===== config.mk =====
export PLATFORM = sky130hd
export DESIGN_NAME = crd_rd_arb_flat
export DESIGN_NICKNAME = d
export VERILOG_FILES = /design/src/rtl/crd_rd_arb_if.sv /design/src/rtl/crd_rd_arb.sv /design/src/flat_wrapper.sv
export SDC_FILE = /design/constraint.sdc
export NUM_CORES = 1
export LEC_CHECK = 0
export BUFFER_PORTS_ARGS = -buffer_cell sky130_fd_sc_hd__buf_2
export CELL_PAD_IN_SITES_DETAIL_PLACEMENT = 0
export CELL_PAD_IN_SITES_GLOBAL_PLACEMENT = 2
export CORE_AREA = 8 8 312 314
export CTS_BUF_LIST = sky130_fd_sc_hd__clkbuf_8
export DETAILED_ROUTE_END_ITERATION = 6
export DIE_AREA = 0 0 320 322
export PLACE_DENSITY_LB_ADDON = 0.1
export SYNTH_ARGS = -nofsm -noshare
export SYNTH_HDL_FRONTEND = slang
export SYNTH_SLANG_ARGS = --single-unit

===== constraint.sdc =====
create_clock -name clk -period 5.2 [get_ports clk]
set_clock_uncertainty 0.2 [all_clocks]
set_input_delay 0.78 -clock clk [delete_from_list [all_inputs] [get_ports clk]]
set_output_delay 0.78 -clock clk [all_outputs]
set_load 0.02 [all_outputs]

===== src/rtl/crd_rd_arb_if.sv =====
// Coordinate read channel bundle: KNN and FPS requester handshakes plus the GLB read port.
// slave = arbiter view, master = requester/GLB environment view.
interface crd_rd_arb_if #(
    parameter int IDX_WIDTH  = 10,
    parameter int SRAM_WIDTH = 256
);
    logic [IDX_WIDTH-1:0]  KNNARB_CrdAddr;
    logic                  KNNARB_CrdAddrVld;
    logic                  ARBKNN_CrdAddrRdy;
    logic [SRAM_WIDTH-1:0] ARBKNN_Crd;
    logic                  ARBKNN_CrdVld;
    logic                  KNNARB_CrdRdy;

    logic [IDX_WIDTH-1:0]  FPSARB_CrdAddr;
    logic                  FPSARB_CrdAddrVld;
    logic                  ARBFPS_CrdAddrRdy;
    logic [SRAM_WIDTH-1:0] ARBFPS_Crd;
    logic                  ARBFPS_CrdVld;
    logic                  FPSARB_CrdRdy;

    logic [IDX_WIDTH-1:0]  ARBGLB_CrdAddr;
    logic                  ARBGLB_CrdAddrVld;
    logic                  GLBARB_CrdAddrRdy;
    logic [SRAM_WIDTH-1:0] GLBARB_Crd;
    logic                  GLBARB_CrdVld;
    logic                  ARBGLB_CrdRdy;

    modport slave (
        input  KNNARB_CrdAddr, KNNARB_CrdAddrVld, KNNARB_CrdRdy,
        output ARBKNN_CrdAddrRdy, ARBKNN_Crd, ARBKNN_CrdVld,
        input  FPSARB_CrdAddr, FPSARB_CrdAddrVld, FPSARB_CrdRdy,
        output ARBFPS_CrdAddrRdy, ARBFPS_Crd, ARBFPS_CrdVld,
        output ARBGLB_CrdAddr, ARBGLB_CrdAddrVld, ARBGLB_CrdRdy,
        input  GLBARB_CrdAddrRdy, GLBARB_Crd, GLBARB_CrdVld
    );

    modport master (
        output KNNARB_CrdAddr, KNNARB_CrdAddrVld, KNNARB_CrdRdy,
        input  ARBKNN_CrdAddrRdy, ARBKNN_Crd, ARBKNN_CrdVld,
        output FPSARB_CrdAddr, FPSARB_CrdAddrVld, FPSARB_CrdRdy,
        input  ARBFPS_CrdAddrRdy, ARBFPS_Crd, ARBFPS_CrdVld,
        input  ARBGLB_CrdAddr, ARBGLB_CrdAddrVld, ARBGLB_CrdRdy,
        output GLBARB_CrdAddrRdy, GLBARB_Crd, GLBARB_CrdVld
    );
endinterface


===== src/rtl/crd_rd_arb.sv =====
// KNN/FPS arbiter for the shared GLB coordinate read port with an in-order owner tag FIFO.
// Define CRD_ARB_RR_EN for round-robin tie breaking; otherwise KNN has fixed priority.
module crd_rd_arb #(
    parameter int IDX_WIDTH  = 10,
    parameter int SRAM_WIDTH = 256,
    parameter int NUM_OUTSTD = 4
) (
    input  logic         clk,
    input  logic         rst,
    crd_rd_arb_if.slave  bus,
    output logic         ARBCCU_Idle,
    output logic         ARBCCU_Err
);
    localparam int PW = $clog2(NUM_OUTSTD);
    localparam int CW = PW + 1;
    localparam logic GNT_KNN = 1'b0;
    localparam logic GNT_FPS = 1'b1;

    typedef enum logic [1:0] {
        S_FREE     = 2'd0,
        S_LOCK_KNN = 2'd1,
        S_LOCK_FPS = 2'd2
    } lock_state_e;

    lock_state_e r_state, w_state_nxt;
    logic [CW-1:0] r_cnt;
    logic [PW-1:0] r_wr_ptr, r_rd_ptr;
    logic          r_tag_mem [NUM_OUTSTD];
    logic          r_err;

    logic                  w_gnt, w_tie_gnt;
    logic                  w_full, w_any_vld, w_addr_vld, w_addr_rdy, w_ahs;
    logic                  w_nonempty, w_head, w_crd_rdy, w_dhs;
    logic [IDX_WIDTH-1:0]  w_sel_addr;
    logic [SRAM_WIDTH-1:0] w_crd;

`ifdef CRD_ARB_RR_EN
    logic r_last;
    assign w_tie_gnt = ~r_last;

    always_ff @(posedge clk) begin
        if (rst)        r_last <= GNT_FPS;
        else if (w_ahs) r_last <= w_gnt;
    end
`else
    assign w_tie_gnt = GNT_KNN;
`endif

    assign w_full     = (r_cnt == CW'(NUM_OUTSTD));
    assign w_any_vld  = bus.KNNARB_CrdAddrVld | bus.FPSARB_CrdAddrVld;
    assign w_addr_vld = w_any_vld & ~w_full;
    assign w_addr_rdy = bus.GLBARB_CrdAddrRdy & ~w_full;
    assign w_ahs      = w_addr_vld & bus.GLBARB_CrdAddrRdy;

    // A stalled grant stays locked until its address is accepted, so the GLB never sees it change.
    always_comb begin
        // NOTE: every always_comb output gets a default first so no path can infer a latch.
        w_gnt       = GNT_KNN;
        w_state_nxt = r_state;
        case (r_state)
            S_LOCK_KNN: w_gnt = GNT_KNN;
            S_LOCK_FPS: w_gnt = GNT_FPS;
            default: begin
                if (bus.KNNARB_CrdAddrVld && bus.FPSARB_CrdAddrVld) w_gnt = w_tie_gnt;
                else if (bus.FPSARB_CrdAddrVld)                     w_gnt = GNT_FPS;
                else                                                w_gnt = GNT_KNN;
            end
        endcase
        if (w_ahs)
            w_state_nxt = S_FREE;
        else if (w_addr_vld)
            w_state_nxt = (w_gnt == GNT_FPS) ? S_LOCK_FPS : S_LOCK_KNN;
    end

    assign w_sel_addr            = (w_gnt == GNT_FPS) ? bus.FPSARB_CrdAddr : bus.KNNARB_CrdAddr;
    assign bus.ARBGLB_CrdAddr    = w_any_vld ? w_sel_addr : '0;
    assign bus.ARBGLB_CrdAddrVld = w_addr_vld;
    assign bus.ARBKNN_CrdAddrRdy = w_addr_rdy & (w_gnt == GNT_KNN) & bus.KNNARB_CrdAddrVld;
    assign bus.ARBFPS_CrdAddrRdy = w_addr_rdy & (w_gnt == GNT_FPS) & bus.FPSARB_CrdAddrVld;

    // Return steering: the oldest outstanding tag owns whatever the GLB hands back.
    assign w_nonempty        = (r_cnt != '0);
    assign w_head            = r_tag_mem[r_rd_ptr];
    assign w_crd             = bus.GLBARB_Crd;
    assign bus.ARBKNN_Crd    = w_crd;
    assign bus.ARBFPS_Crd    = w_crd;
    assign bus.ARBKNN_CrdVld = bus.GLBARB_CrdVld & w_nonempty & (w_head == GNT_KNN);
    assign bus.ARBFPS_CrdVld = bus.GLBARB_CrdVld & w_nonempty & (w_head == GNT_FPS);
    assign w_crd_rdy         = w_nonempty &
                               ((w_head == GNT_FPS) ? bus.FPSARB_CrdRdy : bus.KNNARB_CrdRdy);
    assign bus.ARBGLB_CrdRdy = w_crd_rdy;
    assign w_dhs             = bus.GLBARB_CrdVld & w_crd_rdy;

    always_ff @(posedge clk) begin
        // NOTE: sequential state uses non-blocking assignments so every flop samples pre-edge values.
        if (rst) begin
            r_state  <= S_FREE;
            r_cnt    <= '0;
            r_wr_ptr <= '0;
            r_rd_ptr <= '0;
            r_err    <= 1'b0;
        end else begin
            r_state <= w_state_nxt;
            if (w_ahs) r_wr_ptr <= r_wr_ptr + 1'b1;
            if (w_dhs) r_rd_ptr <= r_rd_ptr + 1'b1;
            case ({w_ahs, w_dhs})
                2'b10:   r_cnt <= r_cnt + 1'b1;
                2'b01:   r_cnt <= r_cnt - 1'b1;
                default: r_cnt <= r_cnt;
            endcase
            if (bus.GLBARB_CrdVld && !w_nonempty) r_err <= 1'b1;
        end
    end

    // NOTE: tag storage has no reset; entries are only read once the count marks them valid.
    always_ff @(posedge clk) begin
        if (w_ahs) r_tag_mem[r_wr_ptr] <= w_gnt;
    end

    assign ARBCCU_Idle = (r_cnt == '0) & ~w_any_vld;
    assign ARBCCU_Err  = r_err;
endmodule


===== src/flat_wrapper.sv =====
// flat-port wrapper written by rule: the top's interface ports become plain ports
module crd_rd_arb_flat 
#(
    parameter int IDX_WIDTH  = 10,
    parameter int SRAM_WIDTH = 256,
    parameter int NUM_OUTSTD = 4
)
  (clk, rst, ARBCCU_Idle, ARBCCU_Err, bus_KNNARB_CrdAddr, bus_KNNARB_CrdAddrVld, bus_KNNARB_CrdRdy, bus_ARBKNN_CrdAddrRdy, bus_ARBKNN_Crd, bus_ARBKNN_CrdVld, bus_FPSARB_CrdAddr, bus_FPSARB_CrdAddrVld, bus_FPSARB_CrdRdy, bus_ARBFPS_CrdAddrRdy, bus_ARBFPS_Crd, bus_ARBFPS_CrdVld, bus_ARBGLB_CrdAddr, bus_ARBGLB_CrdAddrVld, bus_ARBGLB_CrdRdy, bus_GLBARB_CrdAddrRdy, bus_GLBARB_Crd, bus_GLBARB_CrdVld);
  crd_rd_arb_if #(.IDX_WIDTH(IDX_WIDTH), .SRAM_WIDTH(SRAM_WIDTH)) bus_i ();
  input  logic clk;
  input  logic rst;
  output logic ARBCCU_Idle;
  output logic ARBCCU_Err;
  input wire logic [$bits(bus_i.KNNARB_CrdAddr)-1:0] bus_KNNARB_CrdAddr;
  input wire logic [$bits(bus_i.KNNARB_CrdAddrVld)-1:0] bus_KNNARB_CrdAddrVld;
  input wire logic [$bits(bus_i.KNNARB_CrdRdy)-1:0] bus_KNNARB_CrdRdy;
  output wire logic [$bits(bus_i.ARBKNN_CrdAddrRdy)-1:0] bus_ARBKNN_CrdAddrRdy;
  output wire logic [$bits(bus_i.ARBKNN_Crd)-1:0] bus_ARBKNN_Crd;
  output wire logic [$bits(bus_i.ARBKNN_CrdVld)-1:0] bus_ARBKNN_CrdVld;
  input wire logic [$bits(bus_i.FPSARB_CrdAddr)-1:0] bus_FPSARB_CrdAddr;
  input wire logic [$bits(bus_i.FPSARB_CrdAddrVld)-1:0] bus_FPSARB_CrdAddrVld;
  input wire logic [$bits(bus_i.FPSARB_CrdRdy)-1:0] bus_FPSARB_CrdRdy;
  output wire logic [$bits(bus_i.ARBFPS_CrdAddrRdy)-1:0] bus_ARBFPS_CrdAddrRdy;
  output wire logic [$bits(bus_i.ARBFPS_Crd)-1:0] bus_ARBFPS_Crd;
  output wire logic [$bits(bus_i.ARBFPS_CrdVld)-1:0] bus_ARBFPS_CrdVld;
  output wire logic [$bits(bus_i.ARBGLB_CrdAddr)-1:0] bus_ARBGLB_CrdAddr;
  output wire logic [$bits(bus_i.ARBGLB_CrdAddrVld)-1:0] bus_ARBGLB_CrdAddrVld;
  output wire logic [$bits(bus_i.ARBGLB_CrdRdy)-1:0] bus_ARBGLB_CrdRdy;
  input wire logic [$bits(bus_i.GLBARB_CrdAddrRdy)-1:0] bus_GLBARB_CrdAddrRdy;
  input wire logic [$bits(bus_i.GLBARB_Crd)-1:0] bus_GLBARB_Crd;
  input wire logic [$bits(bus_i.GLBARB_CrdVld)-1:0] bus_GLBARB_CrdVld;
  assign bus_i.KNNARB_CrdAddr = bus_KNNARB_CrdAddr;
  assign bus_i.KNNARB_CrdAddrVld = bus_KNNARB_CrdAddrVld;
  assign bus_i.KNNARB_CrdRdy = bus_KNNARB_CrdRdy;
  assign bus_ARBKNN_CrdAddrRdy = bus_i.ARBKNN_CrdAddrRdy;
  assign bus_ARBKNN_Crd = bus_i.ARBKNN_Crd;
  assign bus_ARBKNN_CrdVld = bus_i.ARBKNN_CrdVld;
  assign bus_i.FPSARB_CrdAddr = bus_FPSARB_CrdAddr;
  assign bus_i.FPSARB_CrdAddrVld = bus_FPSARB_CrdAddrVld;
  assign bus_i.FPSARB_CrdRdy = bus_FPSARB_CrdRdy;
  assign bus_ARBFPS_CrdAddrRdy = bus_i.ARBFPS_CrdAddrRdy;
  assign bus_ARBFPS_Crd = bus_i.ARBFPS_Crd;
  assign bus_ARBFPS_CrdVld = bus_i.ARBFPS_CrdVld;
  assign bus_ARBGLB_CrdAddr = bus_i.ARBGLB_CrdAddr;
  assign bus_ARBGLB_CrdAddrVld = bus_i.ARBGLB_CrdAddrVld;
  assign bus_ARBGLB_CrdRdy = bus_i.ARBGLB_CrdRdy;
  assign bus_i.GLBARB_CrdAddrRdy = bus_GLBARB_CrdAddrRdy;
  assign bus_i.GLBARB_Crd = bus_GLBARB_Crd;
  assign bus_i.GLBARB_CrdVld = bus_GLBARB_CrdVld;
  crd_rd_arb #(.IDX_WIDTH(IDX_WIDTH), .SRAM_WIDTH(SRAM_WIDTH), .NUM_OUTSTD(NUM_OUTSTD)) u_core (.clk(clk), .rst(rst), .bus(bus_i), .ARBCCU_Idle(ARBCCU_Idle), .ARBCCU_Err(ARBCCU_Err));
endmodule

# Word level (Yosys, flattened, before mapping)
# Memories as Yosys holds them, arrays and structs flattened. A register that Yosys moved wholly into a read port is not among the register bits.
# Cells that the tools add are included.
op_classes:
  reduce_logical: 7
  n_bitwise: 18
  n_addsub: 4
  mux: 12
  n_eq_ne: 5
ops:
  columns: ["operator", "count"]
  rows:
  - ["$mux W10", 2]
  - ["$and A1 B1 Y1", 13]
  - ["$mux W2", 3]
  - ["$pmux W3 S2", 1]
  - ["$mux W1", 5]
  - ["$add A2 B1 Y2 const B", 2]
  - ["$eq A2 B1 Y1 const B", 2]
  - ["$eq A2 B2 Y1 const B", 2]
  - ["$not A1 Y1", 4]
  - ["$add A3 B1 Y3 const B", 1]
  - ["$eq A3 B3 Y1 const B", 1]
  - ["$logic_not A3 Y1", 1]
  - ["$reduce_bool A3 Y1", 1]
  - ["$sub A3 B1 Y3 const B", 1]
  - ["$logic_and A1 B1 Y1", 2]
  - ["$pmux W1 S2", 1]
  - ["$reduce_bool A2 Y1", 1]
  - ["$reduce_or A2 Y1", 1]
  - ["$logic_not A1 Y1", 1]
  - ["$or A1 B1 Y1", 1]
totals:
  output_inout_bits: 530
  mem_bits_rw: 4
  in_bits: 284
  wordCells: 52
  mem_count: 1
  register_bits: 10
mem_list:
  columns: ["name", "words", "word_bits", "rd", "rd_ports_with_merged_regs", "write_ports", "line_no", "text"]
  rows:
  - ["u_core.r_tag_mem", 4, 1, 1, 1, 1, "crd_rd_arb.sv:28", "logic r_tag_mem [NUM_OUTSTD];"]

# Longest topological paths before layout
# Gate-level depths: netlist (run 1).
depth:
  word_depth: 6
  mapped_depth: 9
  depth_no_buf: 8

# Least setup slack after synthesis (run 1)
# OpenSTA, ideal clock, no wires.
synth_path:
  path_type: "input-to-output"
  startpoint: "in bus_FPSARB_CrdAddrVld"
  endpoint: "out bus_ARBGLB_CrdAddr[0]"
  required_time_ns: 4.220
  cell_stages: 5
  path_buffers: 1
  setup_slack_ns: 2.385
  arrival_ns: 1.835
  path_cell_list: "nand2_1 > o21ai_1 > buf_2 > mux2i_1 > nor2_1"
synth_between:
  elab_chain_cells: 5
  word_cells_on_any_way: 7
  cone_classes: "mux (5); bitwise (1); reduce/logical (1)"
synth_lines:
  columns: ["element", "line_no", "text"]
  rows:
  - ["from (decl)", "flat_wrapper.sv:21", "input wire logic [$bits(bus_i.FPSARB_CrdAddrVld)-1:0] bus_FPSARB_CrdAddrVld;"]
  - ["$mux W1 or $logic_and A1 B1 Y1 (tied branches)", "crd_rd_arb.sv:65, crd_rd_arb.sv:64", null]
  - ["$mux W1 *", "crd_rd_arb.sv:64", "if (bus.KNNARB_CrdAddrVld && bus.FPSARB_CrdAddrVld) w_gnt = w_tie_gnt;"]
  - ["$pmux W1 S2 *", "crd_rd_arb.sv:60", "case (r_state)"]
  - ["via u_core.w_gnt", "crd_rd_arb.sv:31", "logic w_gnt, w_tie_gnt;"]
  - ["$mux W10 *", "crd_rd_arb.sv:75", "assign w_sel_addr = (w_gnt == GNT_FPS) ? bus.FPSARB_CrdAddr : bus.KNNARB_CrdAddr;"]
  - ["$mux W10 *", "crd_rd_arb.sv:76", "assign bus.ARBGLB_CrdAddr = w_any_vld ? w_sel_addr : '0;"]
  - ["to (decl)", "flat_wrapper.sv:26", "output wire logic [$bits(bus_i.ARBGLB_CrdAddr)-1:0] bus_ARBGLB_CrdAddr;"]
# The timed path passes the listed nets; every way through them passes the cells marked *.

# Worst setup path after layout (run 1)
layout_path:
  startpoint: "reg u_core.r_state[0]"
  endpoint: "out bus_ARBGLB_CrdAddr[7]"
layout_between:
  elab_chain_cells: 4
  word_cells_on_any_way: 5
  cone_classes: "eq/ne (2); mux (3)"
layout_lines:
  columns: ["element", "line_no", "text"]
  rows:
  - ["from (decl)", "crd_rd_arb.sv:25", "lock_state_e r_state, w_state_nxt;"]
  - ["from (signal assigned)", "crd_rd_arb.sv:103", "r_state <= w_state_nxt;"]
  - ["$eq A2 B2 Y1 or $eq A2 B1 Y1 (tied branches)", "crd_rd_arb.sv:60", null]
  - ["$pmux W1 S2 *", "crd_rd_arb.sv:60", null]
  - ["$mux W10 *", "crd_rd_arb.sv:75", null]
  - ["$mux W10 *", "crd_rd_arb.sv:76", null]
# Every way passes the cells marked *; elsewhere a longest branch is shown, timed or not.

==> flow_summary.toml, run 1 <==
[cts]
cts_tree = "done"
cts_hold_repair.buffers = 0
cts_buffer_depth = 2
cts_buffers = 3
clock-sinks = 16
cts_root_buf = "clkbuf_8"
clk_latency_ns = 0.29
cts-resized-gates = 0
cts_setup_buffers = 0
h-tree-depth = 1
cts.reportedPaths.clkPinSlew_ns = 0.10

[sta]
setup_viol = 0
max_freq_mhz = 299
layout_setup_ws_ns = 1.86
maxSlewViolCount = 0
layout_min_cycle_time_ns = 3.34
period_share_pct = 64.3
hold_viol = 0
worst_pin_slew_ns = 1.04
tns_ns = 0
rsz0062_at_grt = "no"
worst_slew_margin_rel_pct = 30.5

[setup_path]
worstSetupPathType = "reg2out"
cp_slowest_cell = "o21ai_2"
cp_num_buf_inv = 2
r2r_slack_ns = 2.00
critical-path-max-stage-delay_ns = 0.80
startpoint_type = "flip-flop"
critPathMaxFanout = 17
worstSetupEndpointType = "primary output"
crit_arrival_ns = 2.36
critical-path-top-delay-family = "compound AO/OA/AOI/OAI gates"
critPathRequiredTime_ns = 4.22
path_cells = "inv_1 > ha_1 > nand2_1 > o21ai_2 > mux2i_1 > nor2_1 > buf_2"

[grt]
track_usage_pct = 2.32
grt_pass1_wl_um = 16200
grt_pass1_vias = 1864
grt-ovfl-total = 0
grt_max_degree = 18
antenna_found_initial = 1

[yosys]
ys_warn_count = 0
synth_ff_type = "dfxtp_1"
syn_area_um2 = 4810
synth-edff-count = 4
ys_seq_area_share_pct = 7.50
synth_fp_nets = 904
avgSynthCellArea_um2 = 7.84
syn_inst = 613
synth_cell_types = 32
ys_async_sr_fraction_pct = 0
ys_ff_latch = 16

[placed_design]
place_hpwl_um = 11200
io_buffers = 45
place_area_um2 = 2690
dp_slack_ns = 1.81
gp_congestion = 0.653

[floorplan]
rows = 112
core_um2 = 92500
start_util_pct = 5.20
dieArea_um2 = 103000
die_x_um = 320
io_pins = 814
die_h_um = 322

[pwr]
power_density_nw_per_um2 = 171
vdd_drop_max_mv = 0.0772
power.leakage_nw = 0.617

[final_layout]
multi_input_area_um2 = 574
finish.instance_area_um2 = 2740
areaGrowthSynthToFinish_pct = -42.9
final_cell_mix = "45 x buf_2, 19 x nor2_1, 13 x mux2i_1"
nNetsFinal = 440
fill_cells = 11100
drive_gt1_share_pct = 37.8
layout_commonest_cell = "buf_2"
regArea_um2 = 360

[route]
wl_per_cell_um = 9.70
routed_wl_um = 13100
drt_first_pass_iters = 4
post-route-drc-count = 0
drtIter0Drc = 79
drtAntennaViolNets = 0
viasPerCell = 1.14
vias = 1532

[status]
status = "complete, no violations"

[flow_run]
drv_cap = 0

[worst_hold_path]
hp-class = "reg2reg"
==> synth_stat cells, types with 2 or more instances <==
cell type	count	share of area (%)
ha_1	6	1.6
mux2i_1	13	2.7
dfxtp_1	12	5.0
xnor2_1	2	0.36
a21oi_1	3	0.31
mux2_1	2	0.47
nor2_1	19	1.5
nor3_1	4	0.42
or3_1	2	0.26
inv_1	4	0.31
nor2b_1	2	0.26
nand2_1	3	0.23
edfxtp_1	4	2.5
clkbuf_1	2	0.16
buf_2	2	0.21
and2_1	5	0.65
and3_1	2	0.26
buf_4	512	80
==> logic make-up (layout without fill, tap and decap cells) <==
kind of cell	Yosys count	after routing	share of synthesized area (%)
XOR/XNOR	3	3	0.547
AND/OR/NAND/NOR	43	43	4.50
multiplexers	18	18	4.16
buffers and inverters	520	55	80.6
AO/OA/AOI/OAI	6	6	0.676
other	0	4	0
adder cells (fa/ha/maj)	7	7	1.98
flip-flops	16	16	7.50
==> where the power goes <==
group          switching (mW)  internal [mW]
registers              0.0148          0.143
logic                   0.125         0.0658
clock network          0.0688         0.0533
total                   0.208          0.262
==> metrics by stage <==
step                      utilization [%]  hold WS, ns  cells  total power, mW
after detailed placement             2.91        0.266   1341            0.362
after CTS                            2.95        0.296   1345            0.497
after global placement               2.91        0.276   1341            0.362
after floorplan                         -        0.253    613            0.830
final                                2.97        0.286   1349            0.470
after global routing                 2.96        0.310   1346            0.513
==> worst reg2reg max path, stage by stage (launching register included) <==
cell     delay [ns]
dfxtp_1        0.41
mux4_2         0.69
mux2i_2        0.47
nor2_2         0.14
ha_1           0.25
fa_1           0.38
xnor2_1        0.14
or3_1          0.31
a21oi_1        0.14
==> layer usage <==
layer,vias up,GRT usage (%),routed length (um)
li1,446,-,-
met1,545,1.66,3310
met2,362,2.68,4660
met3,173,2.84,3360
met4,6,2.76,1600
met5,-,1.23,165
==> final timing paths <==
| check | from | to | depth (start not counted) |
|---|---|---|---|
| worst max-delay path | u_core.r_state[0] | bus_ARBGLB_CrdAddr[7] | 7 |
| worst min-delay path | u_core.ARBCCU_Err | u_core.ARBCCU_Err | 2 |
| worst max register to register | flip-flop | u_core.r_cnt[2] | 8 |
| worst min register to register | u_core.ARBCCU_Err | u_core.ARBCCU_Err | 2 |
==> layout make-up <==
cell class,count,area share (%)
Tap cell,1197,54.6
Clock buffer,3,1.51
Timing Repair Buffer,47,8.76
Antenna cell,4,0.365
Multi-Input combinational cell,77,20.9
Sequential cell,16,13.1
Inverter,4,0.547
Clock inverter,1,0.137
No activity file was read; power rests on OpenSTA's default activity.
==> inputs of run 2 (changes only) <==
- CORE_AREA: 8 8 312 314 -> 8 8 308 310
- DIE_AREA: 0 0 320 322 -> 0 0 316 318
- clock period: 5.2 -> 3.3 ns (I/O delays scaled with it)
==> run 2 against run 1 <==
  * Critical path depth up 1
  * Via count down 1.8%
  * Sequential power up 56%
  * Non-clock buffer count up 1
  * Total power up 41%
  * Clock-buffer cell count unchanged
  * Utilization up 0.075 points
  * Routed wire length down 8.1%
  * Largest cell class unchanged
  * Highest routed layer unchanged
==> flow_summary.toml, run 2 (synthesis gave the netlist of run 1 again) <==
[final_layout]
layout_commonest_cell = "buf_2"
final_cell_mix = "45 x buf_2, 18 x nor2_1, 13 x mux2i_1"
areaGrowthSynthToFinish_pct = -43.3
drive_gt1_share_pct = 38.9
multi_input_area_um2 = 584
nNetsFinal = 441
fill_cells = 10700
n_antenna_cell = 0
regArea_um2 = 360

[sta]
worst_pin_slew_ns = 0.597
setup_viol = 0
tns_ns = 0
max_freq_mhz = 360
maxSlewViolCount = 0
hold-worst-slack_ns = 0.293
hold_viol = 0
rsz0062_at_grt = "no"
worst_slew_margin_rel_pct = 59.9
period_share_pct = 84.2
layout_min_cycle_time_ns = 2.78

[setup_path]
path_cells = "inv_1 > ha_1 > nand2b_1 > o21ai_4 > buf_4 > mux2i_1 > nor2_1 > buf_2"
critPathMaxFanout = 17
ff2ff_path_depth = 8
critical-path-max-stage-delay_ns = 0.34
critical-path-top-delay-family = "buffers and inverters"
worstSetupEndpointType = "primary output"
worstSetupPathType = "reg2out"
cp_slowest_cell = "buf_4"
critPathRequiredTime_ns = 2.60
cp_num_buf_inv = 3
crit_arrival_ns = 2.09
crit_cells = 8
startpoint_type = "flip-flop"

[route]
drt_first_pass_iters = 4
wl_per_cell_um = 9.08
vias = 1505
drtAntennaViolNets = 0
post-route-drc-count = 0
viasPerCell = 1.14
routed_wl_um = 12000
drtIter0Drc = 63

[grt]
grt_max_degree = 18
grt_pass1_wl_um = 15000
use_met2_pct = 2.75
track_usage_pct = 2.12
grt-ovfl-total = 0
use_met3_pct = 1.98
antenna_found_initial = 0
grt-busiest-layer = "met4"
grtUsageMet1_pct = 1.48
grt_pass1_vias = 1763

[cts]
cts_buffer_depth = 2
h-tree-depth = 1
cts_tree = "done"
clk_latency_ns = 0.26
cts.reportedPaths.clkPinSlew_ns = 0.08
cts_root_buf = "clkbuf_8"
cts-resized-gates = 0
cts_setup_buffers = 0
clock-sinks = 16
cts_buffers = 3
cts_hold_repair.buffers = 0

[placed_design]
io_buffers = 45
gp_congestion = 0.553
place_hpwl_um = 10000

[pwr]
vdd_drop_max_mv = 0.0961
power_density_nw_per_um2 = 243
power.leakage_nw = 0.623

[floorplan]
die_x_um = 316
die_h_um = 318
core_um2 = 89600
rows = 110
dieArea_um2 = 100000
start_util_pct = 5.37
io_pins = 814

[status]
status = "complete, no violations"

[worst_hold_path]
holdPathStages = 2
hp-class = "reg2reg"

[flow_run]
drv_cap = 0
-- run 2: changes by cell type in the layout (fill, tap and decap cells not counted) --
cell / previous run / this run
nor2_2: 1 / 2
o21ai_2: 1 / 0
nor2_1: 19 / 18
diode_2: 4 / 0
buf_4: 2 / 3
o21ai_4: 0 / 1
-- run 2: final cells by class --
cell class              count  area share, %
flip-flops and latches     16           13.2
well taps                1176           54.0
multi-input cells          77           21.5
repair buffers             48           9.10
inverters                   4          0.551
clock inverters             1          0.138
clock buffers               3           1.52
-- run 2: worst register-to-register path: cells and delay by family (launching register included) --
kind	cells	cell delay, ns
muxes	2	0.83
adders and majority gates	2	0.61
and+or+nand+nor	2	0.40
DFF	1	0.36
AOI/OAI and AO/OA	1	0.15
xor gates and xnor gates	1	0.14
-- run 2: where the power goes --
| part | internal, mW | switching, mW | total [mW] |
|---|---|---|---|
| sequential | 0.225 | 0.0207 | 0.245 |
| combinational | 0.0983 | 0.152 | 0.251 |
| clock | 0.0831 | 0.0842 | 0.167 |
-- run 2: through the flow --
stage          worst slack, ns  utilization, %  std cells  total power, mW  instance area (um2)
6_report                 0.520            3.04       1325            0.663                 2720
5_1_grt                  0.334            3.04       1325            0.721                 2720
4_1_cts                  0.418            3.04       1325            0.697                 2720
3_5_place_dp             0.510            2.99       1321            0.515                 2680
3_3_place_gp             0.500            2.99       1321            0.523                 2680
2_1_floorplan            0.717               -        613             1.31                 4810
-- run 2: worst paths after layout --
check / from / end / slack (ns)
setup / recovery: u_core.r_state[0] / bus_ARBGLB_CrdAddr[6] / 0.52
hold / removal: u_core.ARBCCU_Err / u_core.ARBCCU_Err / 0.29
setup reg to reg: u_core.r_tag_mem[3] / u_core.r_cnt[2] / 0.53
hold reg to reg: u_core.ARBCCU_Err / u_core.ARBCCU_Err / 0.29
-- run 2: routing by layer --
metal  vias up  part of all wire (%)
met2       345                    40
met3       184                    22
met1       532                    25
li1        442                     -
met5         -                  0.25
met4         2                    14
